## src/rtl/sync_fifo_pkg.sv

```systemverilog
// Shared constants and types for the sync_fifo slice.
// Default configuration; mode is chosen by SYNC_FIFO_FWFT_EN.
package sync_fifo_pkg;

  localparam int DEF_DATA_WIDTH    = 8;
  localparam int DEF_ADDRESS_WIDTH = 4;
  localparam int DEF_DEPTH         = 16;
  localparam int DEF_AF_LEVEL      = 14;
  localparam int DEF_AE_LEVEL      = 2;

  typedef enum logic [1:0] {
    OP_IDLE = 2'b00,
    OP_RD   = 2'b01,
    OP_WR   = 2'b10,
    OP_BOTH = 2'b11
  } op_e;

  // Level must reach DEPTH, so one bit wider than the address.
  function automatic int level_width(input int aw);
    return aw + 1;
  endfunction

endpackage

```

## src/rtl/sync_fifo_ram.sv

```systemverilog
// Dual-port storage for sync_fifo: synchronous write,
// asynchronous read, no reset on the array.
module sync_fifo_ram #(
  parameter int DATA_WIDTH    = 8,
  parameter int ADDRESS_WIDTH = 4
) (
  input  logic                     clk,
  input  logic                     wr_en,
  input  logic [ADDRESS_WIDTH-1:0] wr_addr,
  input  logic [DATA_WIDTH-1:0]    wr_data,
  input  logic [ADDRESS_WIDTH-1:0] rd_addr,
  output logic [DATA_WIDTH-1:0]    rd_data
);

  localparam int WORDS = 1 << ADDRESS_WIDTH;

  logic [DATA_WIDTH-1:0] mem [WORDS];

  always_ff @(posedge clk) begin
    if (wr_en) begin
      mem[wr_addr] <= wr_data;
    end
  end

  assign rd_data = mem[rd_addr];

endmodule

```

## src/rtl/sync_fifo.sv

```systemverilog
// Synchronous FIFO with registered level, status and sticky error flags.
// Define SYNC_FIFO_FWFT_EN for first-word-fall-through output.
module sync_fifo
  import sync_fifo_pkg::*;
#(
  parameter int DATA_WIDTH    = DEF_DATA_WIDTH,
  parameter int ADDRESS_WIDTH = DEF_ADDRESS_WIDTH,
  parameter int DEPTH         = DEF_DEPTH,
  parameter int AF_LEVEL      = DEF_AF_LEVEL,
  parameter int AE_LEVEL      = DEF_AE_LEVEL
) (
  input  logic                   clk,
  input  logic                   rst_n,
  input  logic [DATA_WIDTH-1:0]  data_in,
  input  logic                   wr_en,
  input  logic                   rd_en,
  input  logic                   err_clr,
  output logic [DATA_WIDTH-1:0]  data_out,
  output logic                   fifo_full,
  output logic                   fifo_empty,
  output logic                   almost_full,
  output logic                   almost_empty,
  output logic [ADDRESS_WIDTH:0] fill_level,
  output logic                   overflow,
  output logic                   underflow
);

  localparam int LW = level_width(ADDRESS_WIDTH);
  typedef logic [LW-1:0] lvl_t;
  typedef logic [ADDRESS_WIDTH:0] ptr_t;

  ptr_t wr_ptr;
  ptr_t rd_ptr;
  ptr_t rd_ptr_nxt;
  lvl_t level;
  lvl_t level_nxt;
  logic wr_ok;
  logic rd_ok;
  op_e  op;
  logic [ADDRESS_WIDTH-1:0] ram_raddr;
  logic [DATA_WIDTH-1:0]    ram_q;

  assign wr_ok = wr_en & ~fifo_full;
  assign rd_ok = rd_en & ~fifo_empty;
  assign op    = op_e'({wr_ok, rd_ok});

  assign rd_ptr_nxt = rd_ptr + ptr_t'(rd_ok);

  always_comb begin
    level_nxt = level;
    unique case (op)
      OP_WR:   level_nxt = level + lvl_t'(1);
      OP_RD:   level_nxt = level - lvl_t'(1);
      default: level_nxt = level;
    endcase
  end

`ifdef SYNC_FIFO_FWFT_EN
  // Look one word ahead so the head is ready right after a read.
  assign ram_raddr = rd_ptr_nxt[ADDRESS_WIDTH-1:0];
`else
  assign ram_raddr = rd_ptr[ADDRESS_WIDTH-1:0];
`endif

  sync_fifo_ram #(
    .DATA_WIDTH    (DATA_WIDTH),
    .ADDRESS_WIDTH (ADDRESS_WIDTH)
  ) u_ram (
    .clk     (clk),
    .wr_en   (wr_ok),
    .wr_addr (wr_ptr[ADDRESS_WIDTH-1:0]),
    .wr_data (data_in),
    .rd_addr (ram_raddr),
    .rd_data (ram_q)
  );

  always_ff @(posedge clk or negedge rst_n) begin
    if (!rst_n) begin
      wr_ptr       <= '0;
      rd_ptr       <= '0;
      level        <= '0;
      fifo_full    <= 1'b0;
      fifo_empty   <= 1'b1;
      almost_full  <= 1'b0;
      almost_empty <= 1'b1;
    end else begin
      if (wr_ok) begin
        wr_ptr <= wr_ptr + ptr_t'(1);
      end
      rd_ptr       <= rd_ptr_nxt;
      level        <= level_nxt;
      fifo_full    <= (level_nxt == lvl_t'(DEPTH));
      fifo_empty   <= (level_nxt == '0);
      almost_full  <= (level_nxt >= lvl_t'(AF_LEVEL));
      almost_empty <= (level_nxt <= lvl_t'(AE_LEVEL));
    end
  end

  assign fill_level = level;

  // Set beats clear when both happen in one cycle.
  always_ff @(posedge clk or negedge rst_n) begin
    if (!rst_n) begin
      overflow  <= 1'b0;
      underflow <= 1'b0;
    end else begin
      if (wr_en && fifo_full) begin
        overflow <= 1'b1;
      end else if (err_clr) begin
        overflow <= 1'b0;
      end
      if (rd_en && fifo_empty) begin
        underflow <= 1'b1;
      end else if (err_clr) begin
        underflow <= 1'b0;
      end
    end
  end

`ifdef SYNC_FIFO_FWFT_EN
  lvl_t level_left;
  assign level_left = level - lvl_t'(rd_ok);

  // A write into an otherwise empty FIFO bypasses the RAM.
  always_ff @(posedge clk or negedge rst_n) begin
    if (!rst_n) begin
      data_out <= '0;
    end else if (level_left != '0) begin
      data_out <= ram_q;
    end else if (wr_ok) begin
      data_out <= data_in;
    end
  end
`else
  always_ff @(posedge clk or negedge rst_n) begin
    if (!rst_n) begin
      data_out <= '0;
    end else if (rd_ok) begin
      data_out <= ram_q;
    end
  end
`endif

endmodule

```

## config.mk

```make
export PLATFORM = sky130hd
export DESIGN_NAME = sync_fifo
export DESIGN_NICKNAME = d
export VERILOG_FILES = /design/src/rtl/sync_fifo_pkg.sv /design/src/rtl/sync_fifo_ram.sv /design/src/rtl/sync_fifo.sv
export SDC_FILE = /design/constraint.sdc
export NUM_CORES = 1
export LEC_CHECK = 0
export BUFFER_PORTS_ARGS = -buffer_cell sky130_fd_sc_hd__buf_4
export CORE_MARGIN = 2
export CORE_UTILIZATION = 40
export DETAILED_ROUTE_END_ITERATION = 8
export PLACE_DENSITY = 0.55
export SLEW_MARGIN = 20
export SYNTH_ARGS = -nofsm -noshare
export SYNTH_HDL_FRONTEND = slang
export SYNTH_HIERARCHICAL = 1
export SYNTH_SLANG_ARGS = --single-unit
```

## constraint.sdc

```tcl
create_clock -name clk -period 3 [get_ports clk]
set_clock_uncertainty 0.15 [all_clocks]
set_input_delay 0.6 -clock clk [delete_from_list [all_inputs] [get_ports clk]]
set_output_delay 0.6 -clock clk [all_outputs]
set_load 0.005 [all_outputs]
```

; After elaboration in Yosys (flattened, before gate mapping)
; Memory sizes are Yosys's and may differ from the RTL's. A register that Yosys moved wholly into a read port is not among the register bits.
; Index checks and enable logic that the tools add are counted.
[classes]
n_eq_ne = 3
n_lt_le_gt_ge = 2
bitwise_logic = 4
n_reduce_logical = 6
add_sub_neg = 4
mux = 6
[op_table]
columns = cell, n
row1 = "5-bit by 1-bit adder with 5-bit output, second input constant", 2
row2 = 5-bit case mux with 2 select lines, 1
row3 = 5-bit by 1-bit adder with 5-bit output, 1
row4 = "5-bit == test, second input constant", 1
row5 = "5-bit by 4-bit >= comparator with 1-bit output, second input constant", 1
row6 = "5-bit by 2-bit <= comparator with 1-bit output, second input constant", 1
row7 = 5-bit zero test, 1
row8 = 1-bit two-way mux, 5
row9 = "5-bit by 1-bit subtractor with 5-bit output, second input constant", 1
row10 = 2-bit nonzero test, 2
row11 = 1-bit AND, 2
row12 = "2-bit by 1-bit == test with 1-bit output, second input constant", 1
row13 = "2-bit == test, second input constant", 1
row14 = 1-bit logical AND, 2
row15 = 1-bit NOT, 2
row16 = 1-bit zero test, 1
[word_totals]
register_bits = 21
out_inout_bits = 19
mem_bits_rw = 128
word_cells = 35
mem_count = 1
[mem_list]
columns = name, words, width, read_ports, rd_clocked_by_memory_dff, wr, line
row1 = u_ram.mem, 16, 8, 1, 1, 1, sync_fifo_ram.sv:17  ; logic [DATA_WIDTH-1:0] mem [WORDS];

; Longest topological paths before layout
; Gate-level depths: netlist (run 1).
[logic_depth]
depth_word = 5
ltp_mapped = 12
ltp_nobuf = 10

; Modules after synthesis
; Netlist (run 1), hierarchy kept.
[by_module_without_submodules]
columns = module, seq_area_each_um2, cells_per_inst, instances, area_per_inst_um2
row1 = sync_fifo_ram, 3843.7, 221, 1, 4987.3
row2 = sync_fifo, 678.2, 106, 1, 1295.0

; Worst setup path before layout (run 1)
; No wires, ideal clock.
[synth_path]
path_type = input to register
startpoint = input port rd_en
endpoint = register almost_full
n_path_buf = 2
slack_ns = -0.079
t_arrival_ns = 2.865
stages = 12
setup_time_ns = 0.064
path_cell_list = nand2b_1 > clkbuf_1 > inv_1 > ha_1 > buf_4 > xor2_1 > ha_1 > a21oi_1 > nor2b_1 > or4_2 > nand2_1 > a31o_2
[synth_via]
elab_chain_cells = 4
word_cells_on_any_way = 5
classes_between = order compare: 1 / eq/ne: 2 / mux: 1 / bitwise: 1
[synth_lines]
columns = element, line
row1 = "start, declared", sync_fifo.sv:16  ; input logic rd_en,
row2 = 1-bit AND *, sync_fifo.sv:44  ; assign rd_ok = rd_en & ~fifo_empty;
row3 = 2-bit by 1-bit == test with 1-bit output / 2-bit == test (equally long branches), sync_fifo.sv:51  ; unique case (op)
row4 = 5-bit case mux with 2 select lines *, sync_fifo.sv:51
row5 = via level_nxt[2], sync_fifo.sv:36  ; lvl_t level_nxt;
row6 = 5-bit by 4-bit >= comparator with 1-bit output *, sync_fifo.sv:94  ; almost_full <= (level_nxt >= lvl_t'(AF_LEVEL));
row7 = "end signal, assigned", sync_fifo.sv:94
row8 = "end, declared", sync_fifo.sv:21  ; output logic almost_full,
; The timed path passes the listed nets; every way through them passes the cells marked *.
; A chain may end at the register's enable or synchronous reset.

; Final worst setup path (run 1)
[layout_path]
startpoint = register fifo_empty
endpoint = register fifo_full
[layout_via]
elab_chain_cells = 5
word_cells_on_any_way = 6
classes_between = eq/ne: 3 / mux: 1 / bitwise: 2
[layout_lines]
columns = element, line
row1 = "start, declared", sync_fifo.sv:20  ; output logic fifo_empty,
row2 = "start signal, assigned", sync_fifo.sv:93  ; fifo_empty <= (level_nxt == '0);
row3 = 1-bit NOT *, sync_fifo.sv:44
row4 = 1-bit AND *, sync_fifo.sv:44
row5 = 2-bit by 1-bit == test with 1-bit output / 2-bit == test (equally long branches), sync_fifo.sv:51
row6 = 5-bit case mux with 2 select lines *, sync_fifo.sv:51
row7 = via level_nxt[4], sync_fifo.sv:36
row8 = 5-bit == test *, sync_fifo.sv:92  ; fifo_full <= (level_nxt == lvl_t'(DEPTH));
row9 = "end signal, assigned", sync_fifo.sv:92
row10 = "end, declared", sync_fifo.sv:19  ; output logic fifo_full,
; Marks and branches as above.

==> results by group, run 1 <==
Power and ir drop
  – Internal power: 4990 uW
  – Share of power burned in the clock network: 0.278
  – Largest voltage drop on the vdd net: around 440 uV
  – Lkg Pwr: about 0.0026 uW
  – Seq pwr share: 0.412
  – PwrDens: 970 nW/um^2
  – Overall power: just over 7000 uW
  – Switching share of power: 0.305
  – Switching power summed over all nets: around 2200 uW
  – Logic gate share of total power: 0.310

Critical path
  – Kind of cell adding the most delay to the critical path: compound AO/OA/AOI/OAI gates
  – Depth of the critical timing path with buffers and inverters included: 10
  – Signal arrival time at the worst endpoint: 2.89 ns
  – CP max stage delay: 0.54 ns
  – Endpoint required time on the critical path: about 3.2 ns
  – Kind of start point of the critical path: flip-flop
  – Endpoint class of the critical path: flip-flop
  – Minimum setup slack among reg-to-reg paths: roughly 0.30 ns
  – Most used cell along the critical path: ha_1
  – Number of cells on the worst reg-to-reg path: 10
  – Buf/Inv on CP: 1
  – Crit-path max FO: 5
  – Cell Chain, Critical Path: nand2b_1 -> inv_1 -> ha_1 -> xor2_1 -> ha_1 -> a22oi_1 -> o32a_1 -> a211oi_2 -> xor2_2 -> nor3b_2
  – Kind of critical path: flip-flop to flip-flop
  – Cell with the largest stage delay on the worst path: dfstp_2

Hold path
  – Cell count of the worst hold path: 2
  – Tightest Hold Check Type: input pin to flip-flop

Run
  – Max-Cap Viols: 0

Timing
  – Share of the clock period used by the worst path: 0.900
  – Worst Tran Pin Value: 0.726 ns
  – Number of hold violations in the final report: 0
  – Min Tclk post-route: between 2 and 3 ns
  – Final Max Tran Viols: 0
  – Relative max-transition margin: 0.514
  – Final critical-path setup slack: between 0.3 and 0.4 ns
  – Fmax: between 0.3 and 0.4 GHz
  – Final-report setup violation count: 0
  – RSZ-0062 raised after global routing: false
  – Setup TNS: 0 ns

Clock tree
  – TritonCTS clock tree: built
  – Clock latency on the worst-skew pair: ~0.42 ns
  – Cts bufs inserted: 17
  – Setup Buffers After CTS: 0
  – Maximum buffer depth of the clock tree: 2
  – Clock sink total: 155
  – Total of cells resized after clock tree synthesis: 0
  – Clk root buf: clkbuf_16
  – Clock-pin slew on the worst setup and hold paths: around 0.06 ns
  – # H-tree levels: 4

Synthesis
  – Cell count after synthesis: roughly 330
  – Sequential share of the synthesized area: 0.720
  – Leading register cell type out of synthesis: edfxtp_1
  – Average cell area after synthesis: 19.2 sq um
  – Warning count from the yosys run: 6
  – EDFF count, synth: 128
  – Unique cell type count in the Yosys netlist: 46
  – Post-Syn Nets: roughly 350
  – FF+latch count, synth: 155
  – Async S/R FF share, synth: 0.174
  – Post-Synthesis Cell Area: between 6000 and 7000 sq um

Global routing
  – GRT overflow: 0
  – Wire length of the first global-routing pass: ~19000 um
  – Global-route total usage across every layer: 0.158
  – Pin count of the biggest net entering global routing: 35
  – Number of antenna violations at the first check in global routing: 0
  – Vias in the first global route: around 3200

Place
  – HPWL reported at the end of detailed placement: ~7700 um
  – Post-placement cell area: 6840 sq um
  – # port buffers: 31
  – Post-Place Setup Slack: around 0.067 ns
  – Routability-driven placement congestion ratio: about 0.7

Detailed routing
  – Post-route ant nets: 0
  – Iteration count of the initial detailed-routing pass: 4
  – Post-route DRC: 0
  – Routed wirelength normalized by instance count: 19.8 um
  – Vias per cell: around 5.1
  – Routed wire length: 12000 um
  – DRC violation total after the first TritonRoute iteration: 193
  – Total via count in the routed design: between 3000 and 4000

Finish
  – Area growth syn-to-layout: 17.7%
  – Fraction of layout cells with a size suffix above 1: 0.308
  – Filler cell count in the final layout: around 1300
  – Net total in the final layout: ~400
  – Fin util: 0.485
  – Most common library cell in the layout ignoring fill and taps: edfxtp_1
  – Commonest non-fill, non-tap cells in the layout: 128 x edfxtp_1, 51 x buf_4, 24 x dfrtp_1, 18 x mux4_2
  – Antenna cells: 0
  – Finished layout cell area: around 7400 sq um

Die
  – Width of the die: approximately 130 um
  – Area inside the core boundary: between 15000 and 20000 sq um
  – Chip Height: 129 um
  – Number of rows created at floorplan: 45
  – Initial Util: 0.412
  – IO Pins: 32
  – Area of the die: ~17000 sq um

Status
  – Result of the run: finished clean
==> cell type report <==
class / instances / area [sq um] / share of cell area
multi-input cells: 148 / 1620 / 0.218
clock inverters: 10 / 87.6 / 0.0118
inverters: 8 / 30.0 / 0.00406
clock buffers: 22 / 464 / 0.0628
repair buffers: 53 / 413 / 0.0558
well taps: 211 / 264 / 0.0357
flip-flops and latches: 155 / 4520 / 0.611
==> routing by layer <==
| layer | track usage | wire length (um) |
|---|---|---|
| met5 | 0 | 0 |
| met3 | 0.0347 | 372 |
| met2 | 0.250 | 5810 |
| met1 | 0.211 | 5560 |
| met4 | 0.0754 | 271 |
==> cell families after synthesis <==
logic type	after synthesis	share of synthesized area
adders and majority gates	6	0.0119
and+or+nand+nor	58	0.0504
DFF	155	0.720
AOI/OAI and AO/OA	34	0.0416
buffers and inverters	24	0.0231
muxes	42	0.141
xor gates and xnor gates	8	0.0123
==> path summary, 6_finish.rpt <==
kind	from	to
setup / recovery	fifo_empty	fifo_full
hold / removal	err_clr	overflow
setup reg to reg	fifo_empty	fifo_full
hold reg to reg	data_out[5]	data_out[5]
max in group asynchronous	rst_n	fifo_empty
min in group asynchronous	rst_n	overflow
==> flip-flops by register name (all words and copies together), names as in the netlist <==
register      count
wr_ptr            4
u_ram/mem       128
data_out          8
overflow          1
rd_ptr            4
fill_level        5
almost_empty      1
fifo_full         1
underflow         1
fifo_empty        1
almost_full       1
==> cell usage after synthesis, drive strengths merged, types with 2 or more instances <==
master | count | area share
inv | 8 | 0.0048
nand3b | 4 | 0.0048
xor2 | 5 | 0.0082
dfstp | 2 | 0.0084
a22oi | 17 | 0.020
xnor2 | 3 | 0.0042
edfxtp | 128 | 0.61
nand3 | 3 | 0.0032
mux4 | 32 | 0.12
ha | 6 | 0.012
and2 | 2 | 0.0020
and2b | 2 | 0.0024
clkbuf | 3 | 0.0018
o21ai | 3 | 0.0024
buf | 10 | 0.012
nor3 | 5 | 0.0040
mux2 | 9 | 0.016
a211oi | 3 | 0.0044
nor2 | 14 | 0.0084
or3b | 2 | 0.0028
dfrtp | 25 | 0.10
a21oi | 4 | 0.0038
nand2b | 4 | 0.0040
nand2 | 14 | 0.0084
nor2b | 3 | 0.0030
clkdlybuf4s25 | 3 | 0.0048
==> what timing repair did <==
item	in CTS	in global routing
hold endpoints to repair	25	0
hold buffers	1	0
endpoints found under the setup margin	0	0
==> through the flow <==
| stage | cells | hold WS [ns] |
|---|---|---|
| final | 607 | 0.232 |
| after global routing | 607 | 0.236 |
| after CTS | 607 | 0.218 |
| after detailed placement | 574 | 0.350 |
| after global placement | 574 | 0.341 |
| after floorplan | 327 | 0.154 |
==> power groups by stage <==
stage | Sequential (uW) | Clock, uW | Combinational (uW)
floorplan | 2950 | 0 | 1570
global placement | 2980 | 0 | 2250
detailed placement | 3000 | 0 | 2260
CTS | 2960 | 2040 | 2270
global route | 3000 | 2120 | 2450
finish | 2950 | 2000 | 2230
(Power assumes the default switching activity.)
==> inputs of run 2 (changes only) <==
--- a/config.mk
+++ b/config.mk
@@ -10,6 +10,7 @@
 export CORE_UTILIZATION = 40
 export DETAILED_ROUTE_END_ITERATION = 8
 export PLACE_DENSITY = 0.55
+export SETUP_SLACK_MARGIN = 0.5
 export SLEW_MARGIN = 20
 export SYNTH_ARGS = -nofsm -noshare
 export SYNTH_HDL_FRONTEND = slang
==> results by group, run 2 (synthesis results as in run 1) <==
Die
  – Number of rows created at floorplan: 45 (unchanged)
  – Chip Height: 129 um (unchanged)
  – Width of the die: 129 um (unchanged)
  – Area of the die: 16700 sq um (unchanged)
  – Initial Util: 0.412 (unchanged)
  – IO Pins: 32 (unchanged)
  – Area inside the core boundary: 15300 sq um (unchanged)

Place
  – Placed instance count: 576 (+0.35%)
  – # port buffers: 31 (unchanged)
  – Post-Place Setup Slack: -0.0203 ns (-0.0878 ns)
  – Routability-driven placement congestion ratio: 0.783 (+9.5%)
  – Post-placement cell area: 6880 sq um (+0.64%)
  – HPWL reported at the end of detailed placement: 7740 um (+1.1%)

Detailed routing
  – Iteration count of the initial detailed-routing pass: 4 (unchanged)
  – Routed wirelength normalized by instance count: 20.4 um (+3.1%)
  – Total via count in the routed design: 3192 (+2.6%)
  – Post-route ant nets: 0 (unchanged)
  – Routed wire length: 12500 um (+4.0%)
  – Vias per cell: 5.22 (+1.8%)
  – DRC violation total after the first TritonRoute iteration: 226 (+17%)
  – Post-route DRC: 0 (unchanged)

Critical path
  – Signal arrival time at the worst endpoint: 2.82 ns (-0.07 ns)
  – CP max stage delay: 0.53 ns (about the same)
  – Kind of critical path: flip-flop to flip-flop
  – Cell with the largest stage delay on the worst path: dfstp_2
  – Kind of start point of the critical path: flip-flop
  – Endpoint required time on the critical path: 3.19 ns (about the same)
  – Cell Chain, Critical Path: nand2b_4 -> inv_4 -> ha_4 -> xor2_2 -> ha_4 -> a21oi_2 -> or3_1 -> a211oi_2 -> xor2_2 -> nor3b_2
  – Endpoint class of the critical path: flip-flop
  – Crit-path max FO: 5 (unchanged)

Timing
  – Fmax: 0.380 GHz (+2.6%)
  – Min Tclk post-route: 2.63 ns (-0.0681 ns)
  – Final critical-path setup slack: 0.369 ns (+0.0681 ns)
  – Smallest hold slack: 0.234 ns (+0.00181 ns)
  – Share of the clock period used by the worst path: 0.877 (-0.0227)
  – Final-report setup violation count: 0 (unchanged)
  – Relative max-transition margin: 0.478 (-0.0363)
  – RSZ-0062 raised after global routing: true
  – Number of hold violations in the final report: 0 (unchanged)
  – Worst Tran Pin Value: 0.782 ns (+0.0555 ns)
  – Final Max Tran Viols: 0 (unchanged)

Clock tree
  – Clk root buf: clkbuf_16
  – Clock sink total: 155 (unchanged)
  – Cts bufs inserted: 17 (unchanged)
  – Clock-pin slew on the worst setup and hold paths: 0.06 ns (about the same)
  – # H-tree levels: 4 (unchanged)
  – Maximum buffer depth of the clock tree: 2 (unchanged)
  – Clock latency on the worst-skew pair: 0.42 ns (about the same)
  – TritonCTS clock tree: built

Finish
  – Most common library cell in the layout ignoring fill and taps: edfxtp_1
  – Net total in the final layout: 407 (+1.2%)
  – Number of standard cells in the layout, taps in and fillers out: 612 (+0.82%)
  – Commonest non-fill, non-tap cells in the layout: 128 x edfxtp_1, 56 x buf_4, 24 x dfrtp_1, 20 x clkbuf_16, 18 x mux4_2
  – Area growth syn-to-layout: 20.1%
  – Antenna cells: 0 (unchanged)
  – Fraction of layout cells with a size suffix above 1: 0.349 (+0.0410)
  – Flip-flop count of the largest register after layout: 128 (unchanged)
  – Finished layout cell area: 7550 sq um (+2.0%)
  – Top register by number of flip-flops: u_ram/mem

Hold path
  – Tightest Hold Check Type: input pin to flip-flop

Global routing
  – GRT overflow: 0 (unchanged)
  – Wire length of the first global-routing pass: 18900 um (+0.33%)
  – Pin count of the biggest net entering global routing: 35 (unchanged)
  – Number of antenna violations at the first check in global routing: 0 (unchanged)
  – Vias in the first global route: 3180 (-0.69%)
  – Global-route total usage across every layer: 0.160 (+0.00134)

Run
  – Max-Cap Viols: 0 (unchanged)

Status
  – Result of the run: finished clean

Power and ir drop
  – Overall power: 7400 uW (+3.0%)
  – PwrDens: 980 nW/um^2 (+1.0%)
  – Largest voltage drop on the vdd net: 447 uV (+2.1%)
  – Lkg Pwr: 0.00269 uW (+2.1%)
==> run 2: power by group <==
group,internal [uW],leakage (uW),switching (uW)
Combinational,1170,0.000911,1190
Sequential,2720,0.00148,242
Clock,1290,0.000297,780
==> run 2: cell type report <==
cell class | count | area (sq um)
Clock buffer | 28 | 568
Clock inverter | 4 | 23.8
Fill cell | 1273 | 7710
Inverter | 8 | 35.0
Multi-Input combinational cell | 148 | 1680
Sequential cell | 155 | 4520
Tap cell | 211 | 264
Timing Repair Buffer | 58 | 450
==> run 2: per-stage QoR <==
stage,util,TNS (ns)
finish,0.495,0
global route,0.495,0
CTS,0.493,0
detailed placement,0.451,-0.0203
global placement,0.451,0
floorplan,-,0
==> run 2: per-layer routing <==
layer | routed length, um | global-route usage
met2 | 6320 | 0.264
met4 | 161 | 0.0582
met1 | 5500 | 0.207
met5 | 0 | 0
met3 | 498 | 0.0396
==> run 2: path summary, 6_finish.rpt <==
kind,start,to,slack [ns],depth (start not counted)
max,fifo_empty,fifo_full,0.37,10
min,err_clr,overflow,0.23,2
max reg2reg,fifo_empty,fifo_full,0.37,10
min reg2reg,data_out[0],data_out[0],0.36,1
max in group asynchronous,rst_n,fifo_empty,1.86,2
min in group asynchronous,rst_n,fifo_full,0.52,2
==> run 2: timing repair <==
item	CTS	global route
resized for setup	6	3
endpoints found under the hold margin	25	0
setup buffers	2	1
hold buffers	1	0
pin swaps	3	4
setup endpoints to repair	5	5
==> run 2: critical path, delay by kind of cell, from the launching register on <==
| family | cells | cell delay (ns) |
|---|---|---|
| flops | 1 | 0.53 |
| compound gates | 2 | 0.35 |
| buf+inv | 1 | 0.04 |
| simple gates | 3 | 0.69 |
| fa+ha+maj | 2 | 0.34 |
| xor+xnor | 2 | 0.46 |
